[src/rtl/myip_burst_pkg.sv]
`default_nettype none
// ============================================================================
// Module   : myip_burst_pkg
// Purpose  : Shared constants, AXI tie-off values and FSM state encoding for
//            the AXI4 burst test engine.
// Revision : 1.0 - initial release
// ============================================================================
package myip_burst_pkg;

    localparam int BURST_LEN   = 8;
    localparam int DATA_W      = 32;
    localparam int ADDR_W      = 32;
    localparam int BEAT_W      = 3;
    localparam int BURST_CNT_W = 4;

    // AXI fields that are constant for every transaction this engine issues;
    // the wrapper drives them onto the bus directly.
    localparam logic [7:0]        AXLEN        = 8'(BURST_LEN - 1);
    localparam logic [2:0]        AXSIZE       = 3'b010;
    localparam logic [1:0]        AXBURST_INCR = 2'b01;
    localparam logic              AXID         = 1'b0;
    localparam logic [3:0]        WSTRB_ALL    = 4'hF;
    localparam logic [1:0]        RESP_OKAY    = 2'b00;

    // Byte distance between consecutive burst start addresses.
    localparam logic [ADDR_W-1:0] BURST_STRIDE = ADDR_W'(BURST_LEN * DATA_W / 8);

    typedef enum logic [1:0] {
        ST_IDLE  = 2'd0,
        ST_WRITE = 2'd1,
        ST_READ  = 2'd2,
        ST_DONE  = 2'd3
    } state_t;

endpackage
`default_nettype wire

[src/rtl/myip_burst_pattern_gen.sv]
`default_nettype none
// ============================================================================
// Module   : myip_burst_pattern_gen
// Purpose  : Test data pattern: beat k of burst n carries n*8 + k + 1.
//            Shared by the write data path and the read compare path.
// Revision : 1.0 - initial release
// ============================================================================
module myip_burst_pattern_gen
    import myip_burst_pkg::*;
(
    input  logic [BURST_CNT_W-1:0] i_burst,
    input  logic [BEAT_W-1:0]      i_beat,
    output logic [DATA_W-1:0]      o_data
);

    // {burst, beat} is exactly n*8 + k because a burst is 8 beats long.
    assign o_data = DATA_W'({i_burst, i_beat}) + DATA_W'(1);

endmodule
`default_nettype wire

[src/rtl/myip_m_axi_burst_engine.sv]
`default_nettype none
// ============================================================================
// Module   : myip_m_axi_burst_engine
// Purpose  : AXI4 master self-test: writes C_NUM_BURSTS 8-beat INCR bursts of
//            a known pattern, reads them back, compares, and reports
//            TXN_DONE / sticky ERROR.
// Revision : 1.0 - initial release
// ============================================================================
module myip_m_axi_burst_engine
    import myip_burst_pkg::*;
#(
    parameter logic [31:0] C_TARGET_BASE_ADDR = 32'h4000_0000,
    parameter int          C_NUM_BURSTS       = 4
) (
    input  logic        ACLK,
    input  logic        ARESET,
    input  logic        INIT_AXI_TXN,
    output logic        TXN_DONE,
    output logic        ERROR,
    output logic [31:0] M_AXI_AWADDR,
    output logic [7:0]  M_AXI_AWLEN,
    output logic        M_AXI_AWVALID,
    input  logic        M_AXI_AWREADY,
    output logic [31:0] M_AXI_WDATA,
    output logic        M_AXI_WLAST,
    output logic        M_AXI_WVALID,
    input  logic        M_AXI_WREADY,
    input  logic [1:0]  M_AXI_BRESP,
    input  logic        M_AXI_BVALID,
    output logic        M_AXI_BREADY,
    output logic [31:0] M_AXI_ARADDR,
    output logic [7:0]  M_AXI_ARLEN,
    output logic        M_AXI_ARVALID,
    input  logic        M_AXI_ARREADY,
    input  logic [31:0] M_AXI_RDATA,
    input  logic [1:0]  M_AXI_RRESP,
    input  logic        M_AXI_RLAST,
    input  logic        M_AXI_RVALID,
    output logic        M_AXI_RREADY
);

    localparam logic [BURST_CNT_W-1:0] c_last_burst = BURST_CNT_W'(C_NUM_BURSTS - 1);
    localparam logic [BEAT_W-1:0]      c_last_beat  = BEAT_W'(BURST_LEN - 1);

    state_t                 r_state;
    state_t                 w_state_nxt;
    logic                   r_init_q;
    logic [BURST_CNT_W-1:0] r_burst;
    logic [BEAT_W-1:0]      r_beat;
    logic [31:0]            r_awaddr;
    logic [31:0]            r_araddr;
    logic                   r_awvalid;
    logic                   r_wvalid;
    logic                   r_arvalid;
    logic                   r_done;
    logic                   r_error;
    logic [DATA_W-1:0]      w_pattern;
    logic                   w_start;
    logic                   w_enter_write;
    logic                   w_b_hs;
    logic                   w_r_hs;
    logic                   w_last_burst;
    logic                   w_last_beat;
    logic                   w_r_bad;

    // Write and read passes never overlap, so one counter pair and one
    // pattern generator serve both the W data and the R compare.
    myip_burst_pattern_gen u_pattern_gen (
        .i_burst (r_burst),
        .i_beat  (r_beat),
        .o_data  (w_pattern)
    );

    assign w_start       = INIT_AXI_TXN & ~r_init_q;
    assign w_enter_write = w_start && ((r_state == ST_IDLE) || (r_state == ST_DONE));
    assign w_b_hs        = M_AXI_BVALID && M_AXI_BREADY;
    assign w_r_hs        = M_AXI_RVALID && M_AXI_RREADY;
    assign w_last_burst  = (r_burst == c_last_burst);
    assign w_last_beat   = (r_beat == c_last_beat);
    assign w_r_bad       = (M_AXI_RRESP != RESP_OKAY) || (M_AXI_RDATA != w_pattern) ||
                           (M_AXI_RLAST != w_last_beat);

    assign M_AXI_AWADDR  = r_awaddr;
    assign M_AXI_AWLEN   = AXLEN;
    assign M_AXI_AWVALID = r_awvalid;
    assign M_AXI_WDATA   = w_pattern;
    assign M_AXI_WLAST   = w_last_beat;
    assign M_AXI_WVALID  = r_wvalid;
    assign M_AXI_BREADY  = (r_state == ST_WRITE);
    assign M_AXI_ARADDR  = r_araddr;
    assign M_AXI_ARLEN   = AXLEN;
    assign M_AXI_ARVALID = r_arvalid;
    assign M_AXI_RREADY  = (r_state == ST_READ);
    assign TXN_DONE      = r_done;
    assign ERROR         = r_error;

    // Start-edge detector; resets high so a request held through reset is not an edge.
    always_ff @(posedge ACLK) begin
        if (ARESET) r_init_q <= 1'b1;
        else        r_init_q <= INIT_AXI_TXN;
    end

    // State register.
    always_ff @(posedge ACLK) begin
        if (ARESET) r_state <= ST_IDLE;
        else        r_state <= w_state_nxt;
    end

    // Next-state: passes end on the last B handshake and the last R beat.
    always_comb begin
        w_state_nxt = r_state;
        case (r_state)
            ST_IDLE, ST_DONE: if (w_start) w_state_nxt = ST_WRITE;
            ST_WRITE: if (w_b_hs && w_last_burst) w_state_nxt = ST_READ;
            ST_READ:  if (w_r_hs && w_last_beat && w_last_burst) w_state_nxt = ST_DONE;
            default:  w_state_nxt = ST_IDLE;
        endcase
    end

    // Channel datapath: VALID flags, addresses, counters, done and sticky error.
    always_ff @(posedge ACLK) begin
        if (ARESET) begin
            r_burst   <= '0;
            r_beat    <= '0;
            r_awaddr  <= '0;
            r_araddr  <= '0;
            r_awvalid <= 1'b0;
            r_wvalid  <= 1'b0;
            r_arvalid <= 1'b0;
            r_done    <= 1'b0;
            r_error   <= 1'b0;
        end else if (w_enter_write) begin
            r_burst   <= '0;
            r_beat    <= '0;
            r_done    <= 1'b0;
            r_error   <= 1'b0;
            r_awaddr  <= C_TARGET_BASE_ADDR;
            r_awvalid <= 1'b1;
            r_wvalid  <= 1'b1;
        end else if (r_state == ST_WRITE) begin
            if (r_awvalid && M_AXI_AWREADY) r_awvalid <= 1'b0;
            if (r_wvalid && M_AXI_WREADY) begin
                r_beat <= r_beat + BEAT_W'(1);
                if (w_last_beat) r_wvalid <= 1'b0;
            end
            if (w_b_hs) begin
                // A response before address and data are both out is a protocol error.
                if ((M_AXI_BRESP != RESP_OKAY) || r_awvalid || r_wvalid) r_error <= 1'b1;
                r_beat <= '0;
                if (w_last_burst) begin
                    r_burst   <= '0;
                    r_araddr  <= C_TARGET_BASE_ADDR;
                    r_arvalid <= 1'b1;
                end else begin
                    r_burst   <= r_burst + BURST_CNT_W'(1);
                    r_awaddr  <= r_awaddr + BURST_STRIDE;
                    r_awvalid <= 1'b1;
                    r_wvalid  <= 1'b1;
                end
            end
        end else if (r_state == ST_READ) begin
            if (r_arvalid && M_AXI_ARREADY) r_arvalid <= 1'b0;
            if (w_r_hs) begin
                if (w_r_bad || r_arvalid) r_error <= 1'b1;
                r_beat <= r_beat + BEAT_W'(1);
                if (w_last_beat) begin
                    if (w_last_burst) begin
                        r_done <= 1'b1;
                    end else begin
                        r_burst   <= r_burst + BURST_CNT_W'(1);
                        r_araddr  <= r_araddr + BURST_STRIDE;
                        r_arvalid <= 1'b1;
                    end
                end
            end
        end
    end

endmodule
`default_nettype wire
[config.mk]
export PLATFORM = sky130hd
export DESIGN_NAME = myip_m_axi_burst_engine
export DESIGN_NICKNAME = d
export VERILOG_FILES = /design/src/rtl/myip_burst_pkg.sv /design/src/rtl/myip_burst_pattern_gen.sv /design/src/rtl/myip_m_axi_burst_engine.sv
export SDC_FILE = /design/constraint.sdc
export NUM_CORES = 1
export LEC_CHECK = 0
export BUFFER_PORTS_ARGS = -buffer_cell sky130_fd_sc_hd__buf_2
export CORE_MARGIN = 1.5
export CORE_UTILIZATION = 49
export CTS_CLUSTER_SIZE = 40
export DETAILED_ROUTE_END_ITERATION = 8
export PLACE_DENSITY = 0.87
export SYNTH_ARGS = -nofsm -noshare
export SYNTH_HDL_FRONTEND = slang
export SYNTH_SLANG_ARGS = --single-unit
export TNS_END_PERCENT = 50
[constraint.sdc]
create_clock -name ACLK -period 2.5 [get_ports ACLK]
set_input_delay 0 -clock ACLK [delete_from_list [all_inputs] [get_ports ACLK]]
set_output_delay 0 -clock ACLK [all_outputs]
set_load 0.005 [all_outputs]
Word-level counts from Yosys, hierarchy flattened
Index checks and enable logic that the tools add are counted.
{"block": "totals", "word_cells": 125, "register_bits": 79, "in_bits": 45}
{"block": "classes", "n_eq_ne": 16, "bitwise_logic": 5, "n_reduce_logical": 35, "mux": 52, "addsub": 5}
{"cell": "$mux W32", "n": 7}
{"cell": "$mux W31", "n": 4}
{"cell": "$add A32 B6 Y32 const B", "n": 2}
{"cell": "$ne A32 B32 Y1", "n": 1}
{"cell": "$mux W4", "n": 7}
{"cell": "$mux W1", "n": 25}
{"cell": "$reduce_bool A2 Y1", "n": 8}
{"cell": "$mux W3", "n": 5}
{"cell": "$reduce_and A5 Y1", "n": 3}
{"cell": "$reduce_and A3 Y1", "n": 4}
{"cell": "$ne A2 B1 Y1 const B", "n": 5}
{"cell": "$logic_and A1 B1 Y1", "n": 9}
{"cell": "$add A7 B1 Y8 const B", "n": 1}
{"cell": "$reduce_and A7 Y1", "n": 1}
{"cell": "$logic_or A1 B1 Y1", "n": 6}
{"cell": "$mux W2", "n": 3}
{"cell": "$ne A2 B2 Y1 const B", "n": 3}
{"cell": "$pmux W2 S3", "n": 1}
{"cell": "$add A4 B1 Y4 const B", "n": 1}
{"cell": "$eq A2 B2 Y1 const B", "n": 2}
{"cell": "$eq A4 B2 Y1 const B", "n": 1}
{"cell": "$not A1 Y1", "n": 4}
{"cell": "$reduce_and A4 Y1", "n": 1}
{"cell": "$reduce_or A2 Y1", "n": 2}
{"cell": "7 further kinds", "n": 7}

Logic depth before layout (Yosys ltp)
{"block": "depth", "ltp_word": 9, "ltp_mapped": 8, "depth_no_buf": 7}

Modules after synthesis
From an unflattened synthesis, not the netlist that was laid out.
{"block": "unflattened", "cells_unflattened": 503, "hier_area_um2": 4182.8}
{"module": "myip_m_axi_burst_engine", "area_per_inst_um2": 3895.0, "cells_per_inst": 463, "instances": 1}
{"module": "myip_burst_pattern_gen", "area_per_inst_um2": 287.8, "cells_per_inst": 40, "instances": 1}

Least setup slack after synthesis
OpenSTA, ideal clock, no wires.
{"block": "synth_timing", "path_type": "register to register", "from": "reg r_burst[0]", "to": "reg r_araddr[31], in the netlist M_AXI_ARADDR[31]", "arrival_time_ns": 2.078, "required_time_ns": 2.430, "synth_period_minus_slack_ns": 2.148, "setup_time_ns": 0.070, "path_buffers": 0, "path_stages_with_launch": 7, "slack_ns": 0.352, "cell_sequence": "dfxtp_1 > ha_1 > or3b_4 > mux2_4 > nand4_4 > or4_1 > a21oi_1"}
{"block": "synth_between", "elab_chain_cells": 3, "elab_cells_between_ends": 4}
{"element": "from (decl)", "line_no": "myip_m_axi_burst_engine.sv:48", "text": "logic [BURST_CNT_W-1:0] r_burst;"}
{"element": "from (signal assigned)", "line_no": "myip_m_axi_burst_engine.sv:155", "text": "r_burst <= r_burst + BURST_CNT_W'(1);"}
{"element": "from (signal assigned)", "line_no": "myip_m_axi_burst_engine.sv:170", "text": "r_burst <= r_burst + BURST_CNT_W'(1);"}
{"element": "$eq A4 B2 Y1 *", "line_no": "myip_m_axi_burst_engine.sv:78", "text": "assign w_last_burst = (r_burst == c_last_burst);"}
{"element": "$ne A2 B1 Y1 (no source line) or $ne A2 B2 Y1 (tied branches)"}
{"element": "$reduce_and A7 Y1 (no source line) *"}
{"element": "to (signal assigned)", "line_no": "myip_m_axi_burst_engine.sv:171", "text": "r_araddr <= r_araddr + BURST_STRIDE;"}
{"element": "to (decl)", "line_no": "myip_m_axi_burst_engine.sv:51", "text": "logic [31:0] r_araddr;"}
Every way passes the cells marked *; elsewhere a longest branch is shown, timed or not.
A chain may end at the register's enable or synchronous reset.

Worst setup path after layout
{"block": "layout_timing", "from": "reg r_burst[1]", "to": "reg r_araddr[21], in the netlist M_AXI_ARADDR[21]"}
The elaborated chain is that of the path after synthesis.

==> results by group <==
Routing
  • Initial DRC count: 185
  • TritonRoute pass-1 iters: 4
  • ANT nets after route: 0
  • WL per Instance: 13.9 um
  • DR DRC count: 0
  • DR vias/cell: 5.31
  • Vias post-DR: 3,733
  • Post-Route WL: 9.79 mm

Pwr
  • Gate power share: 18.4%
  • Maximum vdd drop: 0.303 mV
  • Switch share: 28.3%
  • Net Sw Power: 723 uW
  • Reg power frac: 45.7%
  • LEAKAGE: 2.11 nW
  • Cell Pwr Density: 535 nW/um^2
  • Total power draw: 2.56 mW
  • Clock share of power: 36.0%
  • Internal power: 1.83 mW

STA
  • Slew @ Worst Pin: 0.619 ns
  • Final Critical Period: 2.40 ns
  • RSZ-0062 raised after global routing: false
  • Final setup fails: 0
  • Setup tns final: 0 ns
  • Crit share post-route: 95.8%
  • Achievable frequency: 417 MHz
  • Max-slew violations: 0
  • Max_slew headroom: 58.4%
  • Final Hold Slack: 0.0168 ns
  • Clock Skews: 0.0137 ns
  • Hold Fails Final Rpt: 0

Clocking
  • CTS tree: built
  • CTS max path bufs: 2
  • Total CTS buffers: 9
  • Clock Sink Count: 69
  • Clk pin slew, worst setup/hold paths: 0.07 ns
  • CTS root buf: clkbuf_8
  • H-tree Lvls: 3
  • Clk_lat worst skew: 0.34 ns
  • # resized after CTS: 0

Critical path
  • CP Capture Type: flip-flop
  • Slowest stage cell, crit path: or3b_4
  • Cells along the critical path: ha_1 > or3b_4 > mux2_4 > nand4_4 > buf_4 > or3_1 > a21oi_1
  • Startpoint Class: flip-flop
  • Crit path arrival time: 2.65 ns
  • Largest fanout on the critical path: 11
  • Max incr delay on CP: 0.43 ns
  • Crit Path Category: reg2reg
  • WP data required: 2.76 ns

Layout
  • Share of post-route cells with drive strength above 1: 27.0%
  • Most common cell after layout, fill and taps aside: buf_2
  • Syn-to-layout area delta: 18.4%
  • Most frequent cells in the layout: 114 x buf_2, 69 x dfxtp_1, 53 x nor2_1, 50 x conb_1, 27 x a21oi_1
  • ANT cells: 0
  • Final cell count without fillers: 703
  • Fill count: 686
  • NumNets Final: 650

Synth
  • Syn Inst Count: 472
  • Sequential-to-total area share from yosys stat: 34.2%
  • Synth Flop Type: dfxtp_1
  • FFs w/ async S/R, synth: 0%
  • Flops & latches, synth: 69
  • Synth warn: 0
  • Synth cell types: 58
  • Avg Cell Area, Syn: 8.55 um^2
  • Post-synth EDFFs: 0
  • Mapped cell area: 4030 um^2

Die
  • Row count: 32
  • Die area: 8790 um^2
  • Die Y: 93.7 um
  • Starting density of the core: 51.4%
  • IO Count: 165
  • DIE WIDTH: 93.7 um
  • Placeable Area: 7850 um^2

Place
  • Post-DP HPWL: 7.42 mm
  • Routability cong.: 0.841
  • Port Buffers: 114
  • Placed Cells: 682

Global route
  • First-pass GRT wire length: 15.4 mm
  • Grt total ovfl: 0
  • GRT Resource Usage Total: 22.1%
  • Vias in the first global route: 3,325
  • Antenna violations before repair: 0
  • Pin count of the biggest net entering global routing: 21

Job
  • Max cap viols: 0

Outcome
  • Status: complete, no violations

Worst hold path
  • Hold Path Class: in2reg
## cell families (layout without fill, tap and decap cells)
group,Yosys count,count (layout),share of synthesized area (%)
compound gates,71,71,10.5
simple gates,194,194,28.2
mux,7,7,1.89
other cells,2,50,0.186
buf+inv,75,156,12.5
fa+ha+maj,8,8,2.48
flops,69,69,34.2
xor+xnor,46,46,9.99
## per-layer routing
layer	share of wire [%]	track usage (%)	vias to the layer above
met5	0	0	-
met4	1.5	6.72	0
met3	6.2	4.29	10
met2	50	38.5	152
met1	42	27.4	1763
li1	-	-	1808
## cells in the mapped netlist, types with 3 or more instances
| library cell | number | area, um^2 |
|---|---|---|
| dfxtp_1 | 69 | 1380 |
| nor2_1 | 53 | 199 |
| buf_4 | 51 | 383 |
| a21oi_1 | 27 | 135 |
| nand3_1 | 26 | 130 |
| xor2_1 | 26 | 228 |
| nand2_1 | 23 | 86.3 |
| xnor2_1 | 20 | 175 |
| or3_1 | 18 | 113 |
| nand4_1 | 16 | 100 |
| o21ai_0 | 12 | 60.1 |
| inv_1 | 11 | 41.3 |
| o21ai_1 | 11 | 55.1 |
| ha_1 | 8 | 100 |
| and3_1 | 7 | 43.8 |
| nor4_1 | 6 | 37.5 |
| a31oi_1 | 5 | 31.3 |
| and4_1 | 5 | 43.8 |
| mux2i_1 | 5 | 50.1 |
| and2_1 | 4 | 25.0 |
| buf_1 | 4 | 15.0 |
| buf_6 | 4 | 45.0 |
| nand2b_1 | 4 | 25.0 |
| nor3_1 | 4 | 20.0 |
| clkbuf_1 | 3 | 11.3 |
| nor4b_1 | 3 | 26.3 |
| o31ai_1 | 3 | 22.5 |
| or2_2 | 3 | 18.8 |
| or4_1 | 3 | 22.5 |
## final timing paths
check | from | cells past startpoint | slack (ns) | endpoint
setup reg to reg | r_burst[1] | 7 | 0.10 | M_AXI_ARADDR[21]
hold / removal | M_AXI_AWREADY | 4 | 0.02 | M_AXI_AWVALID
setup / recovery | r_burst[1] | 7 | 0.10 | M_AXI_ARADDR[21]
hold reg to reg | M_AXI_AWADDR[31] | 2 | 0.50 | M_AXI_AWADDR[31]
## sequential cells by signal (all words and copies together), names as in the netlist
| register | count |
|---|---|
| M_AXI_ARADDR | 27 |
| M_AXI_AWADDR | 27 |
| r_burst | 4 |
| r_beat | 3 |
| r_state | 2 |
| ERROR | 1 |
| M_AXI_ARVALID | 1 |
| M_AXI_AWVALID | 1 |
| M_AXI_WVALID | 1 |
| TXN_DONE | 1 |
| r_init_q | 1 |
## power groups by stage
stage                     registers (mW)  logic, mW  clock network (mW)
after global routing                1.17      0.521               0.985
after global placement              1.19      0.446                   0
after floorplan                     1.19      0.359                   0
final                               1.17      0.469               0.919
after detailed placement            1.19      0.458                   0
after CTS                           1.17      0.464               0.930
## per-stage QoR
step	worst slack, ns	cell area (um^2)	util (%)
2_1_floorplan	0.352	4210	-
3_3_place_gp	0.236	4520	57.6
3_5_place_dp	0.126	4520	57.6
4_1_cts	0.106	4750	60.6
5_1_grt	0.00923	4770	60.8
6_report	0.104	4770	60.8
## worst max-delay path, delay by kind of cell (launching register included)
family	cells	cell delay, ns
muxes	1	0.29
DFF	1	0.42
adders and majority gates	1	0.25
and+or+nand+nor	3	0.96
buffers and inverters	1	0.22
AOI/OAI and AO/OA	1	0.17
## area by class of cell
| class | count | area [um^2] | area share, % |
|---|---|---|---|
| clock buffer | 11 | 151 | 3.17 |
| clock inverter | 4 | 47.5 | 0.996 |
| inverter | 11 | 41.3 | 0.865 |
| multi-input combinational | 376 | 2330 | 48.7 |
| sequential | 69 | 1380 | 28.9 |
| tap | 102 | 128 | 2.67 |
| timing repair buffer | 130 | 698 | 14.6 |
## what timing repair did
item | in CTS | in global routing
hold buffers | 3 | 0
buffers inserted | 0 | 3
setup endpoints to repair | 0 | 1
endpoints found under the hold margin | 4 | 0
Power figures use the tool's default switching activity.
